===== src/rtl/sistema_area.sv =====
// sistema_area: area-optimized proof-of-work miner around the UCR micro-hash.
// A single iterative datapath expands one message word or runs one
// compression round per clock; nonces are searched upward from 0 until
// H0 and H1 of the 24-bit hash are both below the target.
module sistema_area (
  input  logic        clk,
  input  logic        reset,
  input  logic [95:0] payload,
  input  logic        active,
  input  logic [7:0]  target,
  output logic        terminado,
  output logic [31:0] nonceOut,
  output logic [23:0] hashOut
);

  typedef enum logic [2:0] {
    IDLE   = 3'd0,
    LOAD   = 3'd1,
    EXPAND = 3'd2,
    ROUND  = 3'd3,
    FINAL  = 3'd4,
    DONE   = 3'd5
  } state_t;

  localparam logic [7:0] H0_INIT = 8'h01;
  localparam logic [7:0] H1_INIT = 8'h89;
  localparam logic [7:0] H2_INIT = 8'hFE;

  state_t      state;
  state_t      next_state;
  logic [7:0]  w [0:31];
  logic [4:0]  idx;
  logic [31:0] nonce;
  logic [7:0]  h0, h1, h2;
  logic [7:0]  a, b, c;

  logic [7:0]  k;
  logic [7:0]  x;
  logic [7:0]  c_next;
  logic [7:0]  sum0, sum1, sum2;
  logic        pass;
  logic        last_step;

  // Message expansion rule for one word.
  function automatic logic [7:0] expand_word(input logic [7:0] w3,
                                             input logic [7:0] w9,
                                             input logic [7:0] w14);
    return w3 | (w9 ^ w14);
  endfunction

  // Round constant/mix selection, final sums and target comparison.
  always_comb begin
    k = 8'h99;
    x = 8'h00;
    if (idx <= 5'd16) begin
      k = 8'h99;
      x = a ^ b;
    end else begin
      k = 8'hA1;
      x = a ^ b ^ c;
    end
    c_next    = x + k + w[idx];
    sum0      = h0 + a;
    sum1      = h1 + b;
    sum2      = h2 + c;
    pass      = (sum0 < target) && (sum1 < target);
    last_step = (idx == 5'd31);
  end

  // State register.
  always_ff @(posedge clk) begin
    if (reset) begin
      state <= IDLE;
    end else begin
      state <= next_state;
    end
  end

  // Next-state logic; dropping active in any search state aborts to IDLE.
  always_comb begin
    next_state = state;
    case (state)
      IDLE: begin
        if (active) next_state = LOAD;
        else        next_state = IDLE;
      end
      LOAD: begin
        if (!active) next_state = IDLE;
        else         next_state = EXPAND;
      end
      EXPAND: begin
        if (!active)       next_state = IDLE;
        else if (last_step) next_state = ROUND;
        else               next_state = EXPAND;
      end
      ROUND: begin
        if (!active)       next_state = IDLE;
        else if (last_step) next_state = FINAL;
        else               next_state = ROUND;
      end
      FINAL: begin
        if (!active)  next_state = IDLE;
        else if (pass) next_state = DONE;
        else          next_state = LOAD;
      end
      DONE: begin
        if (!active) next_state = IDLE;
        else         next_state = DONE;
      end
      default: next_state = IDLE;
    endcase
  end

  // Datapath, nonce counter and registered results.
  // terminado is raised on the first DONE cycle, one clock after the winning
  // nonce/hash are captured, so the outputs are already stable when it asserts.
  always_ff @(posedge clk) begin
    if (reset) begin
      idx       <= 5'd0;
      nonce     <= 32'd0;
      h0        <= 8'h00;
      h1        <= 8'h00;
      h2        <= 8'h00;
      a         <= 8'h00;
      b         <= 8'h00;
      c         <= 8'h00;
      terminado <= 1'b0;
      nonceOut  <= 32'd0;
      hashOut   <= 24'd0;
      for (int i = 0; i < 32; i++) begin
        w[i] <= 8'h00;
      end
    end else begin
      case (state)
        IDLE: begin
          if (active) begin
            nonce     <= 32'd0;
            terminado <= 1'b0;
            nonceOut  <= 32'd0;
            hashOut   <= 24'd0;
          end
        end
        LOAD: begin
          for (int i = 0; i < 12; i++) begin
            w[i] <= payload[95 - 8*i -: 8];
          end
          for (int j = 0; j < 4; j++) begin
            w[12 + j] <= nonce[31 - 8*j -: 8];
          end
          h0  <= H0_INIT;
          h1  <= H1_INIT;
          h2  <= H2_INIT;
          a   <= H0_INIT;
          b   <= H1_INIT;
          c   <= H2_INIT;
          idx <= 5'd16;
        end
        EXPAND: begin
          w[idx] <= expand_word(w[idx - 5'd3], w[idx - 5'd9], w[idx - 5'd14]);
          idx    <= idx + 5'd1;
        end
        ROUND: begin
          a   <= b ^ c;
          b   <= {c[3:0], 4'h0};
          c   <= c_next;
          idx <= idx + 5'd1;
        end
        FINAL: begin
          h0 <= sum0;
          h1 <= sum1;
          h2 <= sum2;
          if (active) begin
            if (pass) begin
              nonceOut <= nonce;
              hashOut  <= {sum0, sum1, sum2};
            end else begin
              nonce <= nonce + 32'd1;
            end
          end
        end
        DONE: begin
          if (active) terminado <= 1'b1;
          else        terminado <= 1'b0;
        end
        default: begin
          terminado <= 1'b0;
        end
      endcase
    end
  end

endmodule


===== config.mk =====
export PLATFORM = sky130hd
export DESIGN_NAME = sistema_area
export DESIGN_NICKNAME = d
export VERILOG_FILES = /design/src/rtl/sistema_area.sv
export SDC_FILE = /design/constraint.sdc
export NUM_CORES = 1
export LEC_CHECK = 0
export ABC_CLOCK_PERIOD_IN_PS = 6700
export BUFFER_PORTS_ARGS = -buffer_cell sky130_fd_sc_hd__buf_4
export CAP_MARGIN = 20
export CELL_PAD_IN_SITES_DETAIL_PLACEMENT = 1
export CELL_PAD_IN_SITES_GLOBAL_PLACEMENT = 2
export CORE_UTILIZATION = 35
export CTS_CLUSTER_DIAMETER = 40
export DETAILED_ROUTE_END_ITERATION = 16
export PLACE_DENSITY = 0.71
export SYNTH_ARGS = -nofsm -noshare
export SYNTH_HDL_FRONTEND = slang
export SYNTH_SLANG_ARGS = --single-unit

===== constraint.sdc =====
create_clock -name clk -period 6.7 [get_ports clk]
set_clock_uncertainty 0.2 [all_clocks]
set_input_delay 1.34 -clock clk [delete_from_list [all_inputs] [get_ports clk]]
set_output_delay 1.34 -clock clk [all_outputs]
set_load 0.1 [all_outputs]

Word level (Yosys, flattened, before mapping)
Memory sizes are Yosys's and may differ from the RTL's. A register that Yosys moved wholly into a read port is not among the register bits.
Cells that the tools add are included.
Widths: inputs -> output; s select.
{"block": "classes", "add_sub_neg": 10, "n_lt_le_gt_ge": 3, "n_eq_ne": 10, "mux": 62, "bitwise_logic": 22, "reduce_logical": 12}
{"op": "$mux 32", "count": 5}
{"op": "$mux 8", "count": 18}
{"op": "$pmux 32 s2", "count": 2}
{"op": "$pmux 8 s2", "count": 6}
{"op": "$mux 24", "count": 3}
{"op": "$pmux 24 s2", "count": 1}
{"op": "$add 8x8->8", "count": 5}
{"op": "$add 32x1->32 const B", "count": 1}
{"op": "$xor 8x8->8", "count": 4}
{"op": "$pmux 3 s6", "count": 1}
{"op": "$lt 8x8->1", "count": 2}
{"op": "$or 1x1->1", "count": 16}
{"op": "$mux 3", "count": 5}
{"op": "$mux 5", "count": 3}
{"op": "$mux 1", "count": 13}
{"op": "$pmux 5 s2", "count": 1}
{"op": "$sub 5x4->5 const B", "count": 2}
{"op": "$ne 2x2->1 const B", "count": 4}
{"op": "$or 8x8->8", "count": 1}
{"op": "$reduce_and 4->1", "count": 2}
{"op": "$reduce_bool 2->1", "count": 4}
{"op": "$reduce_or 8->1", "count": 1}
{"op": "$eq 3x2->1 const B", "count": 2}
{"op": "$eq 3x3->1 const B", "count": 2}
{"op": "other kinds (14)", "count": 15}
{"block": "totals", "ff_bits": 145, "ramBits": 256, "inputBits": 107, "elab_cells": 132, "mem_count": 1}
{"name": "w", "depth": 32, "word_bits": 8, "rd": 4, "rd_ports_with_merged_regs": 1, "wr": 32, "line": "31", "source": "logic [7:0] w [0:31];"}

Longest topological paths before layout
Gate-level depths: netlist (run 1).
{"block": "depth", "ltp_word": 6, "depth_mapped": 20, "ltp_nobuf": 18}

Worst setup path after synthesis (run 1)
No wires, ideal clock.
{"block": "synth_path", "kind": "flip-flop to flip-flop", "start": "register with a tool-made name", "end": "register c[7]", "setup_ps": 91, "arrival_time_ps": 4373, "t_required_ps": 6409, "setup_slack_ps": 2036, "stages_incl_launch_ff": 16, "synth_period_minus_slack_ps": 4664, "path_cell_list": "dfxtp_1 clkbuf_1 clkbuf_1 clkbuf_1 mux4_2 mux4_2 mux2_2 ha_1 ha_1 fa_1 a21o_1 a21oi_1 o21ai_0 xnor2_1 xnor2_1 a311oi_1"}
{"item": "to (signal assigned)", "line": "165", "source": "c <= c_next;"}
{"item": "to (decl)", "line": "35", "source": "logic [7:0] a, b, c;"}

Worst setup path in the final report (run 1)
{"block": "layout_path", "start": "register a[1]", "end": "register nonceOut[15]"}
{"block": "layout_via", "elab_chain_cells": 5}
{"item": "from (decl)", "line": "35"}
{"item": "from (signal assigned)", "line": "163", "source": "a <= b ^ c;"}
{"item": "$add 8x8->8", "line": "63", "source": "sum0 = h0 + a;"}
{"item": "$lt 8x8->1", "line": "66", "source": "pass = (sum0 < target) && (sum1 < target);"}
{"item": "$logic_and 1x1->1", "line": "66"}
{"item": "$ne 2x2->1 (no source line)"}
{"item": "$reduce_and 4->1 (no source line)"}
{"item": "to (signal assigned)", "line": "174", "source": "nonceOut <= nonce;"}
{"item": "to (decl)", "line": "12", "source": "output logic [31:0] nonceOut,"}
No other way between the ends.
A chain may end at the register's enable or synchronous reset.

==> flow_summary.json, run 1 <==
{
  "run_status": "completed",
  "cp.arrival_ns": 5.58,
  "drt_first_pass_iters": 5,
  "synthFlopType": "edfxtp_1",
  "ir_drop_v": 0.000191,
  "num_antenna_cells": 0,
  "dp_hpwl_mm": 67.4,
  "buffer_ports.inserted": 163,
  "cts_num_sinks": 401,
  "core_region_area_sq_um": 71600,
  "synth-warning-count": 0,
  "timing_worst_slew_pin_value_ns": 1.20,
  "synth.ff_latch_count": 401,
  "place_congestion": 0.908,
  "share_of_final_layout_standard_cells_stronger_than_drive_strength_1": 0.289,
  "cts_hold_repair.buffers": 0,
  "clock_tree.root_cell": "clkbuf_16",
  "worstSkewPairLatency_ns": 0.64,
  "worstReg2RegEnd": "nonceOut[15]$_SDFFE_PP0P_",
  "worst-r2r-setup-slack_ns": 1.49,
  "fp.dieW_um": 271,
  "tritoncts.num_buffers": 80,
  "vias": 19700,
  "p_leak_nw": 10.9,
  "grt_setup_unrepaired": "false",
  "number_of_global_route_vias_before_repair": 20600,
  "nets": 2405,
  "fin_area_sq_um": 30000,
  "timing.final.crit_share": 0.778,
  "initial_utilization": 0.354,
  "holdPathEnd": "nonceOut[31]$_SDFFE_PP0P_",
  "wire_per_inst_um": 28.7,
  "timing.max_cap.violations": 0,
  "grt_start_max_net_pins": 88,
  "vias_per_cell": 6.07,
  "cts.repair.resized": 0,
  "synth.net_count": 2283,
  "synth_area_sq_um": 25400,
  "worstSetupPathType": "reg -> reg",
  "synth_enable_flop_cells": 256,
  "final_cell_count_no_fill": 3253,
  "drt_iter0_markers": 2016,
  "flow.area_growth_from_synthesis_pct": 18.4,
  "peak_fanout_along_the_critical_path": 32,
  "synth-seq-area-share": 0.417,
  "start_point_of_the_worst_hold_path": "nonceOut[31]$_SDFFE_PP0P_",
  "fin_crit_ns": 5.21,
  "place_area_sq_um": 27300,
  "clkTransAtPathRegs_ns": 0.05,
  "grt_util_all_layers": 0.254,
  "setup-tns-final_ns": 0,
  "r2r_cells": 18,
  "postSynth.asyncResetShare": 0,
  "die_y_um": 271,
  "die_area_sq_um": 73600,
  "antenna_found_initial": 0,
  "cts_setup_buffers": 0,
  "grt_pass1_wl_mm": 138,
  "antenna_left": 0,
  "slew_viol_final": 0,
  "hold_path_depth": 2,
  "syn-mean-instance-area_sq_um": 12.0,
  "numPlacedInstances": 3104,
  "critical_path.startpoint_type": "register",
  "max_freq_mhz": 192,
  "cts_tree": "done",
  "total_power_per_unit_cell_area_nw_per_um2": 261,
  "relSlewSlack": 0.193,
  "drc_errors": 0,
  "grt-ovfl-total": 0,
  "drt_total_wl_mm": 93.3,
  "rows": 98,
  "cts-root-to-sink-buffers": 3,
  "num_io_pins": 164,
  "critical_path_required_ns": 7.07,
  "setup_violations": 0,
  "regToRegStartpoint": "a[1]$_SDFFE_PP0P_",
  "h-tree-depth": 3,
  "report.final.hold_viol_count": 0,
  "post_synth_num_cell_types": 66,
  "syn_inst": 2115,
  "hold_path.class": "reg -> reg",
  "timing.critical_path.to_type": "register"
}
state kept, by name, summed over array words and instances (netlist names), named ones only:
register	flops
w	256
hashOut	24
h0	8
nonce	32
idx	5
c	8
h1	8
a	8
b	3
terminado	1
h2	8
state	3
nonceOut	32
critical path, stage by stage (launching register included):
cell	delay, ns
dfxtp_1	0.51
ha_1	0.30
a21o_1	0.16
a21oi_1	0.22
o21bai_1	0.09
a21oi_1	0.23
o21bai_1	0.10
a21oi_1	0.18
xnor2_1	0.19
inv_1	0.08
ha_1	0.29
nand3_1	0.09
o22ai_1	0.08
nor4b_1	0.36
o31ai_1	0.18
a41oi_4	0.37
buf_4	0.40
and3_1	0.84
a22o_1	0.27
where the power goes:
part	internal (mW)	switching (mW)	leakage, nW	total [mW]
Clock	2.56	1.48	1.32	4.04
Sequential	2.73	0.130	3.85	2.86
Combinational	0.381	0.570	5.68	0.951
through the flow:
stage | power (mW) | hold slack, ns | utilization | setup slack, ns
detailed placement | 3.85 | 0.255 | 0.381 | 1.47
floorplan | 3.48 | 0.258 | - | 2.04
global placement | 3.82 | 0.254 | 0.381 | 1.66
finish | 7.85 | 0.273 | 0.420 | 1.49
global route | 8.08 | 0.294 | 0.420 | 1.04
CTS | 7.90 | 0.273 | 0.420 | 1.46
cell usage in the layout, fill, tap and decap left out, types with 8 or more instances in the layout:
cell	instances
nand2_1	298
mux4_2	271
edfxtp_1	256
nor2_1	226
buf_4	209
dfxtp_1	141
o21ai_0	84
clkbuf_16	82
xnor2_1	70
mux2i_1	56
o21ai_1	55
a22o_1	55
ha_1	55
nand3_1	48
a21oi_1	47
inv_1	31
a22oi_1	25
xor2_1	19
nand4_1	16
nor3_1	15
clkinv_2	15
nor4_1	13
and2_1	12
o21ai_2	11
and3_1	10
o21bai_1	10
nor4b_1	10
clkinvlp_4	10
a21o_1	9
inv_6	9
clkbuf_1	8
synthesized netlist by cell type, types with 4 or more instances:
master,number,share of area
a221oi_1,7,0.0024
a21o_1,9,0.0027
a21oi_2,5,0.0017
buf_2,36,0.0071
mux4_2,271,0.24
nand4_1,16,0.0039
o21ai_0,84,0.017
mux4_1,7,0.0072
nand3_1,48,0.0095
o22ai_1,7,0.0017
fa_1,4,0.0032
xnor2_1,73,0.025
and3_1,10,0.0025
nor4_1,13,0.0032
nand2_1,298,0.044
buf_1,15,0.0022
mux2_2,6,0.0027
nor2b_1,5,0.0012
buf_6,14,0.0062
o21ai_2,10,0.0035
ha_1,57,0.028
o21ai_1,56,0.011
a21oi_1,47,0.0093
nor2_1,226,0.033
xor2_1,20,0.0069
a22o_1,55,0.019
a311oi_1,4,0.0014
o21bai_1,10,0.0030
clkbuf_1,77,0.011
inv_1,31,0.0046
dfxtp_1,145,0.11
and2_1,12,0.0030
nor4b_1,10,0.0035
buf_4,19,0.0056
buf_12,7,0.0055
a22oi_1,25,0.0074
mux2i_1,56,0.022
nor3_1,16,0.0032
nor3b_1,7,0.0021
nand2b_1,6,0.0015
edfxtp_1,256,0.30
area by class of cell:
type | count | area, sq um
clock buffer | 94 | 2140
clock inverter | 54 | 598
fill | 7553 | 41600
inverter | 33 | 124
multi-input combinational | 1511 | 13800
sequential | 401 | 10600
tap | 950 | 1190
timing repair buffer | 210 | 1580
cells by family (layout without fill, tap and decap cells):
group                    count (synthesis)  after routing  synth area share
flip-flops                             401            401             0.417
multiplexers                           340            340             0.273
XOR/XNOR                                95             95            0.0338
AND/OR/NAND/NOR                        674            674             0.113
buffers and inverters                  203            391            0.0438
adder cells (fa/ha/maj)                 61             61            0.0313
AO/OA/AOI/OAI                          341            341            0.0884
worst max path at each step:
stage | slack (ns) | end | depth (start not counted) | from
2_1_floorplan | 2.04 | c[7]$_SDFFE_PP0P_ | 15 | register
3_3_place_gp | 1.66 | nonceOut[13]$_SDFFE_PP0P_ | 18 | a[1]$_SDFFE_PP0P_
3_5_place_dp | 1.47 | nonceOut[15]$_SDFFE_PP0P_ | 18 | a[1]$_SDFFE_PP0P_
4_1_cts | 1.46 | nonceOut[15]$_SDFFE_PP0P_ | 18 | a[1]$_SDFFE_PP0P_
5_1_grt | 1.04 | nonceOut[15]$_SDFFE_PP0P_ | 18 | a[1]$_SDFFE_PP0P_
6_report | 1.49 | nonceOut[15]$_SDFFE_PP0P_ | 18 | a[1]$_SDFFE_PP0P_
metal layers:
metal  vias up  global-route usage  routed length (um)
li1       8357                   -                   -
met5         -                   0                   0
met2       940               0.411               44800
met4         0              0.0804                2820
met3       157              0.0537                7610
met1     10300               0.339               38100
Power figures use the tool's default switching activity.
==> run 2, diff against run 1 <==
--- a/config.mk
+++ b/config.mk
@@ -5,7 +5,7 @@
 export SDC_FILE = /design/constraint.sdc
 export NUM_CORES = 1
 export LEC_CHECK = 0
-export ABC_CLOCK_PERIOD_IN_PS = 6700
+export ABC_CLOCK_PERIOD_IN_PS = 5500
 export BUFFER_PORTS_ARGS = -buffer_cell sky130_fd_sc_hd__buf_4
 export CAP_MARGIN = 20
 export CELL_PAD_IN_SITES_DETAIL_PLACEMENT = 1
==> constraint.sdc (replaced) <==
create_clock -name clk -period 5.5 [get_ports clk]
set_clock_uncertainty 0.2 [all_clocks]
set_input_delay 1.1 -clock clk [delete_from_list [all_inputs] [get_ports clk]]
set_output_delay 1.1 -clock clk [all_outputs]
set_load 0.1 [all_outputs]
==> run 2 against run 1 <==
Effect of this change: via count shrank 1.0%; clock power grew 16%; fmax is 9.3% higher; utilization hardly changed; first-iteration DRC count down 10%; critical path depth fell by 5; power grew 19%; sequential share of layout area is essentially flat; critical path type unchanged; largest cell class unchanged.
==> flow_summary.json, run 2 (synthesized netlist as in run 1, its figures left out) <==
{
  "nets": 2423,
  "grt_pass1_wl_mm": 136,
  "crit_buf_inv": 1,
  "report.final.hold_viol_count": 0,
  "post-place-ws_ns": 0.770,
  "timing.max_cap.violations": 0,
  "num_io_pins": 164,
  "die_area_sq_um": 73600,
  "num_antenna_cells": 0,
  "critPathTopFamily": "multiplexers",
  "max_freq_mhz": 210,
  "h-tree-depth": 3,
  "dp_hpwl_mm": 67.7,
  "antenna_found_initial": 3,
  "most_common_cell_after_layout_fill_and_taps_aside": "nand2_1",
  "slew_viol_final": 0,
  "timing.final.crit_share": 0.867,
  "clock_tree.root_cell": "clkbuf_16",
  "grt_setup_unrepaired": "false",
  "total_power_per_unit_cell_area_nw_per_um2": 311,
  "final_cell_count_no_fill": 3265,
  "critical_path.startpoint_type": "register",
  "drt_first_pass_iters": 5,
  "tritoncts.num_buffers": 74,
  "timing.critical_path.to_type": "register",
  "drt_total_wl_mm": 90.7,
  "flow.area_growth_from_synthesis_pct": 18.5,
  "critPathSlowestCell": "dfxtp_4",
  "cp_cell_sequence": "mux4_2 > mux4_2 > mux2i_1 > ha_1 > inv_1 > ha_1 > fa_1 > a21o_1 > a21oi_1 > o21ai_0 > xnor2_1 > xnor2_1 > a311oi_1",
  "antenna_left": 0,
  "slowest_delay_ns": 0.71,
  "cts_num_sinks": 401,
  "fin_crit_ns": 4.77,
  "grt_util_all_layers": 0.247,
  "core_region_area_sq_um": 71600,
  "grt_start_max_net_pins": 129,
  "critical_path_required_ns": 5.80,
  "vias": 19500,
  "cts_setup_buffers": 0,
  "register_ranked_first_by_flip_flop_count": "w",
  "number_of_global_route_vias_before_repair": 20500,
  "place_congestion": 0.955,
  "cts_hold_repair.buffers": 0,
  "setup-tns-final_ns": 0,
  "p_leak_nw": 10.9,
  "cts-root-to-sink-buffers": 3,
  "buffer_ports.inserted": 163,
  "cts.repair.resized": 0,
  "n_fill_cell": 7608,
  "relSlewSlack": 0.262,
  "ir_drop_v": 0.000233,
  "timing_worst_slew_pin_value_ns": 1.10,
  "fin_ws_ns": 0.733,
  "share_of_final_layout_standard_cells_stronger_than_drive_strength_1": 0.290,
  "drt_iter0_markers": 1807,
  "largest_registers": "w x256, nonceOut x32, nonce x32",
  "grt-ovfl-total": 0,
  "peak_fanout_along_the_critical_path": 26,
  "clkTransAtPathRegs_ns": 0.05,
  "final_cell_mix": "298 x nand2_1, 271 x mux4_2, 256 x edfxtp_1",
  "cp.arrival_ns": 5.07,
  "vias_per_cell": 5.99,
  "drc_errors": 0,
  "numPlacedInstances": 3129,
  "run_status": "completed",
  "hold_path.class": "reg -> reg",
  "initial_utilization": 0.354,
  "worstSetupPathType": "reg -> reg",
  "cts_tree": "done",
  "wire_per_inst_um": 27.8,
  "number_of_flip_flops_in_the_largest_register": 256,
  "power.total_mw": 9.34,
  "worstSkewPairLatency_ns": 0.62,
  "setup_violations": 0,
  "die_y_um": 271,
  "rows": 98,
  "fp.dieW_um": 271
}
run 2: changes by cell type in the layout (fill, tap and decap cells not counted), moves of 2 or more:
cell / change
buf_4: +21
clkinv_2: -8
clkbuf_16: -7
clkbuf_1: +5
clkinvlp_4: -5
buf_12: +4
inv_6: -4
bufinv_16: +3
clkinv_4: +3
clkinv_8: +3
clkbuf_8: -2
run 2: area by class of cell:
type | count | area, sq um | share of cell area
clock inverters | 46 | 611 | 0.0203
flip-flops and latches | 401 | 10600 | 0.352
inverters | 33 | 124 | 0.00412
repair buffers | 234 | 1810 | 0.0601
well taps | 950 | 1190 | 0.0395
clock buffers | 90 | 1950 | 0.0649
multi-input cells | 1511 | 13800 | 0.459
run 2: path summary, 6_finish.rpt:
kind	startpoint	end	slack [ns]	cells after the start
worst max-delay path	register	c[7]$_SDFFE_PP0P_	0.73	13
worst min-delay path	nonceOut[10]$_SDFFE_PP0P_	nonceOut[10]$_SDFFE_PP0P_	0.27	1
worst max register to register	register	c[7]$_SDFFE_PP0P_	0.73	13
worst min register to register	nonceOut[10]$_SDFFE_PP0P_	nonceOut[10]$_SDFFE_PP0P_	0.27	1
run 2: where the power goes:
group / switching, mW / internal [mW] / total, mW
combinational: 0.683 / 0.481 / 1.16
sequential: 0.167 / 3.32 / 3.49
clock: 1.69 / 3.00 / 4.69
run 2: stage by stage:
| step | hold WS (ns) | cell area [sq um] | utilization |
|---|---|---|---|
| floorplan | 0.258 | 25400 | - |
| global placement | 0.254 | 27500 | 0.384 |
| detailed placement | 0.254 | 27500 | 0.384 |
| CTS | 0.278 | 30100 | 0.420 |
| global route | 0.301 | 30100 | 0.420 |
| finish | 0.273 | 30100 | 0.420 |
run 2: metal layers:
metal,global-route usage,part of all wire,up-vias
met2,0.408,0.49,835
met5,0,0,-
met3,0.0439,0.070,146
li1,-,-,8384
met1,0.330,0.42,10200
met4,0.0716,0.024,0
run 2: worst register-to-register path, cell delays in order, from the launching register on:
cell and delay (ns):
dfxtp_4 0.71, mux4_2 0.62, mux4_2 0.53, mux2i_1 0.55
ha_1 0.28, inv_1 0.05, ha_1 0.20, fa_1 0.41
a21o_1 0.18, a21oi_1 0.21, o21ai_0 0.18, xnor2_1 0.17
xnor2_1 0.14, a311oi_1 0.26
==> run 3, diff against run 2 <==
==> constraint.sdc (replaced) <==
create_clock -name clk -period 5.5 [get_ports clk]
set_clock_uncertainty 0.2 [all_clocks]
set_input_delay 0.825 -clock clk [delete_from_list [all_inputs] [get_ports clk]]
set_output_delay 0.825 -clock clk [all_outputs]
set_load 0.1 [all_outputs]
==> run 3 against run 2 <==
Effect of this change: first-iteration DRC count decreased by 0.50%; non-clock buffer count decreased by 4; count of clock-buffer cells in the layout decreased by 12; sequential power about the same; worst hold slack improved by 0.0013 ns; global-route usage about the same; critical path type unchanged; critical endpoint is now nonceOut[26]$_SDFFE_PP0P_; largest cell class unchanged.
==> flow_summary.json, run 3 (synthesized netlist as in run 1, its figures left out) <==
{
  "cts-root-to-sink-buffers": 3,
  "timing.critical_path.to_type": "register",
  "number_of_flip_flops_in_the_largest_register": 256,
  "cts_setup_buffers": 0,
  "max_freq_mhz": 208,
  "share_of_final_layout_standard_cells_stronger_than_drive_strength_1": 0.291,
  "setup_violations": 0,
  "power_frac_seq": 0.380,
  "hold_path_depth": 1,
  "worstReg2RegEnd": "nonceOut[26]$_SDFFE_PP0P_",
  "r2r_cells": 19,
  "vias_per_cell": 6.01,
  "setup-tns-final_ns": 0,
  "slew_viol_final": 0,
  "die_area_sq_um": 73600,
  "hold_path.class": "reg -> reg",
  "largest_registers": "w x256, nonceOut x32, nonce x32",
  "final_core_util": 0.419,
  "core_region_area_sq_um": 71600,
  "drt_iter0_markers": 1798,
  "num_io_pins": 164,
  "num_antenna_cells": 0,
  "net-switching-power_mw": 2.54,
  "netSwitchingFraction": 0.277,
  "grt_pass1_wl_mm": 135,
  "tritoncts.num_buffers": 73,
  "total_power_per_unit_cell_area_nw_per_um2": 306,
  "fin_crit_ns": 4.80,
  "worstSkewPairLatency_ns": 0.61,
  "initial_utilization": 0.354,
  "holdPathEnd": "nonceOut[12]$_SDFFE_PP0P_",
  "cts_num_sinks": 401,
  "report.final.hold_viol_count": 0,
  "worst-r2r-setup-slack_ns": 0.70,
  "number_of_global_route_vias_before_repair": 20500,
  "cp.arrival_ns": 5.14,
  "fp.dieW_um": 271,
  "p_leak_nw": 10.9,
  "grt_setup_unrepaired": "false",
  "worstSetupPathType": "reg -> reg",
  "buffer_ports.inserted": 163,
  "vias": 19600,
  "drt_total_wl_mm": 90.4,
  "critical_path_required_ns": 5.85,
  "grt_util_all_layers": 0.246,
  "start_point_of_the_worst_hold_path": "nonceOut[12]$_SDFFE_PP0P_",
  "cts.repair.resized": 0,
  "cts_tree": "done",
  "run_status": "completed",
  "comb_power_share": 0.126,
  "h-tree-depth": 3,
  "final_cell_mix": "298 x nand2_1, 271 x mux4_2, 256 x edfxtp_1",
  "most_common_cell_after_layout_fill_and_taps_aside": "nand2_1",
  "power.total_mw": 9.18,
  "flow.area_growth_from_synthesis_pct": 18.3,
  "nets": 2418,
  "dp_hpwl_mm": 68.3,
  "grt-ovfl-total": 0,
  "grt_start_max_net_pins": 129,
  "clkTransAtPathRegs_ns": 0.05,
  "wire_per_inst_um": 27.7,
  "cts_hold_repair.buffers": 0,
  "relSlewSlack": 0.291,
  "register_ranked_first_by_flip_flop_count": "w",
  "antenna_found_initial": 1,
  "ir_drop_v": 0.000211,
  "rows": 98,
  "peak_fanout_along_the_critical_path": 32,
  "drt_first_pass_iters": 5,
  "drc_errors": 0,
  "die_y_um": 271,
  "timing.max_cap.violations": 0,
  "power.share.clock": 0.494,
  "timing.final.crit_share": 0.872,
  "regToRegStartpoint": "a[1]$_SDFFE_PP0P_",
  "antenna_left": 0,
  "place_congestion": 0.945,
  "timing_worst_slew_pin_value_ns": 1.06,
  "p_int_mw": 6.64,
  "critical_path.startpoint_type": "register",
  "clock_tree.root_cell": "clkbuf_16"
}
run 3: cell count changes in the layout (fill, tap and decap cells not counted), sizes merged:
cell	change
clkinv	+3
clkbuf	-12
buf	-4
clkinvlp	+1
inv	+9
bufinv	-3
run 3: per-stage QoR:
stage	instances	setup slack, ns	hold WS [ns]	cell area [sq um]
finish	3259	0.703	0.275	30000
global route	3259	0.273	0.291	30000
CTS	3258	0.678	0.271	30000
detailed placement	3124	0.683	0.262	27500
global placement	3123	0.818	0.254	27500
floorplan	2115	0.836	0.258	25400
run 3: layer usage:
metal	part of all wire	global-route usage
met2	0.48	0.410
met3	0.066	0.0360
met1	0.42	0.331
met5	0	0
met4	0.027	0.0760
run 3: power by group through the flow:
stage	registers, mW	logic (mW)	clock network, mW
2_1_floorplan	3.44	0.792	0
3_5_place_dp	3.54	1.16	0
6_report	3.48	1.16	4.54
3_3_place_gp	3.53	1.14	0
5_1_grt	3.49	1.23	4.73
4_1_cts	3.48	1.16	4.61
run 3: layout make-up:
type / count / area [sq um]
clock buffers: 78 / 1890
clock inverters: 56 / 594
fillers: 7615 / 41600
inverters: 33 / 124
multi-input cells: 1511 / 13800
flip-flops and latches: 401 / 10600
well taps: 950 / 1190
repair buffers: 230 / 1830
run 3: worst max path at each step:
stage | from | endpoint | slack (ns) | depth (start not counted)
3_5_place_dp | a[1]$_SDFFE_PP0P_ | nonceOut[26]$_SDFFE_PP0P_ | 0.68 | 19
3_3_place_gp | register | c[7]$_SDFFE_PP0P_ | 0.82 | 13
6_report | a[1]$_SDFFE_PP0P_ | nonceOut[26]$_SDFFE_PP0P_ | 0.70 | 19
2_1_floorplan | register | c[7]$_SDFFE_PP0P_ | 0.84 | 15
5_1_grt | a[1]$_SDFFE_PP0P_ | nonceOut[23]$_SDFFE_PP0P_ | 0.27 | 19
4_1_cts | a[1]$_SDFFE_PP0P_ | nonceOut[26]$_SDFFE_PP0P_ | 0.68 | 19
run 3: worst max-delay path, stage by stage, from the launching register on:
cell,delay (ns)
dfxtp_1,0.51
ha_1,0.29
a21o_1,0.15
a21oi_1,0.21
o21bai_1,0.09
a21oi_1,0.22
o21bai_1,0.09
a21oi_1,0.17
xnor2_1,0.20
inv_1,0.08
ha_1,0.29
nand3_1,0.10
o22ai_1,0.08
nor4b_1,0.39
o31ai_1,0.19
a41oi_4,0.37
buf_4,0.39
and4_1,0.24
buf_4,0.29
a22o_1,0.19
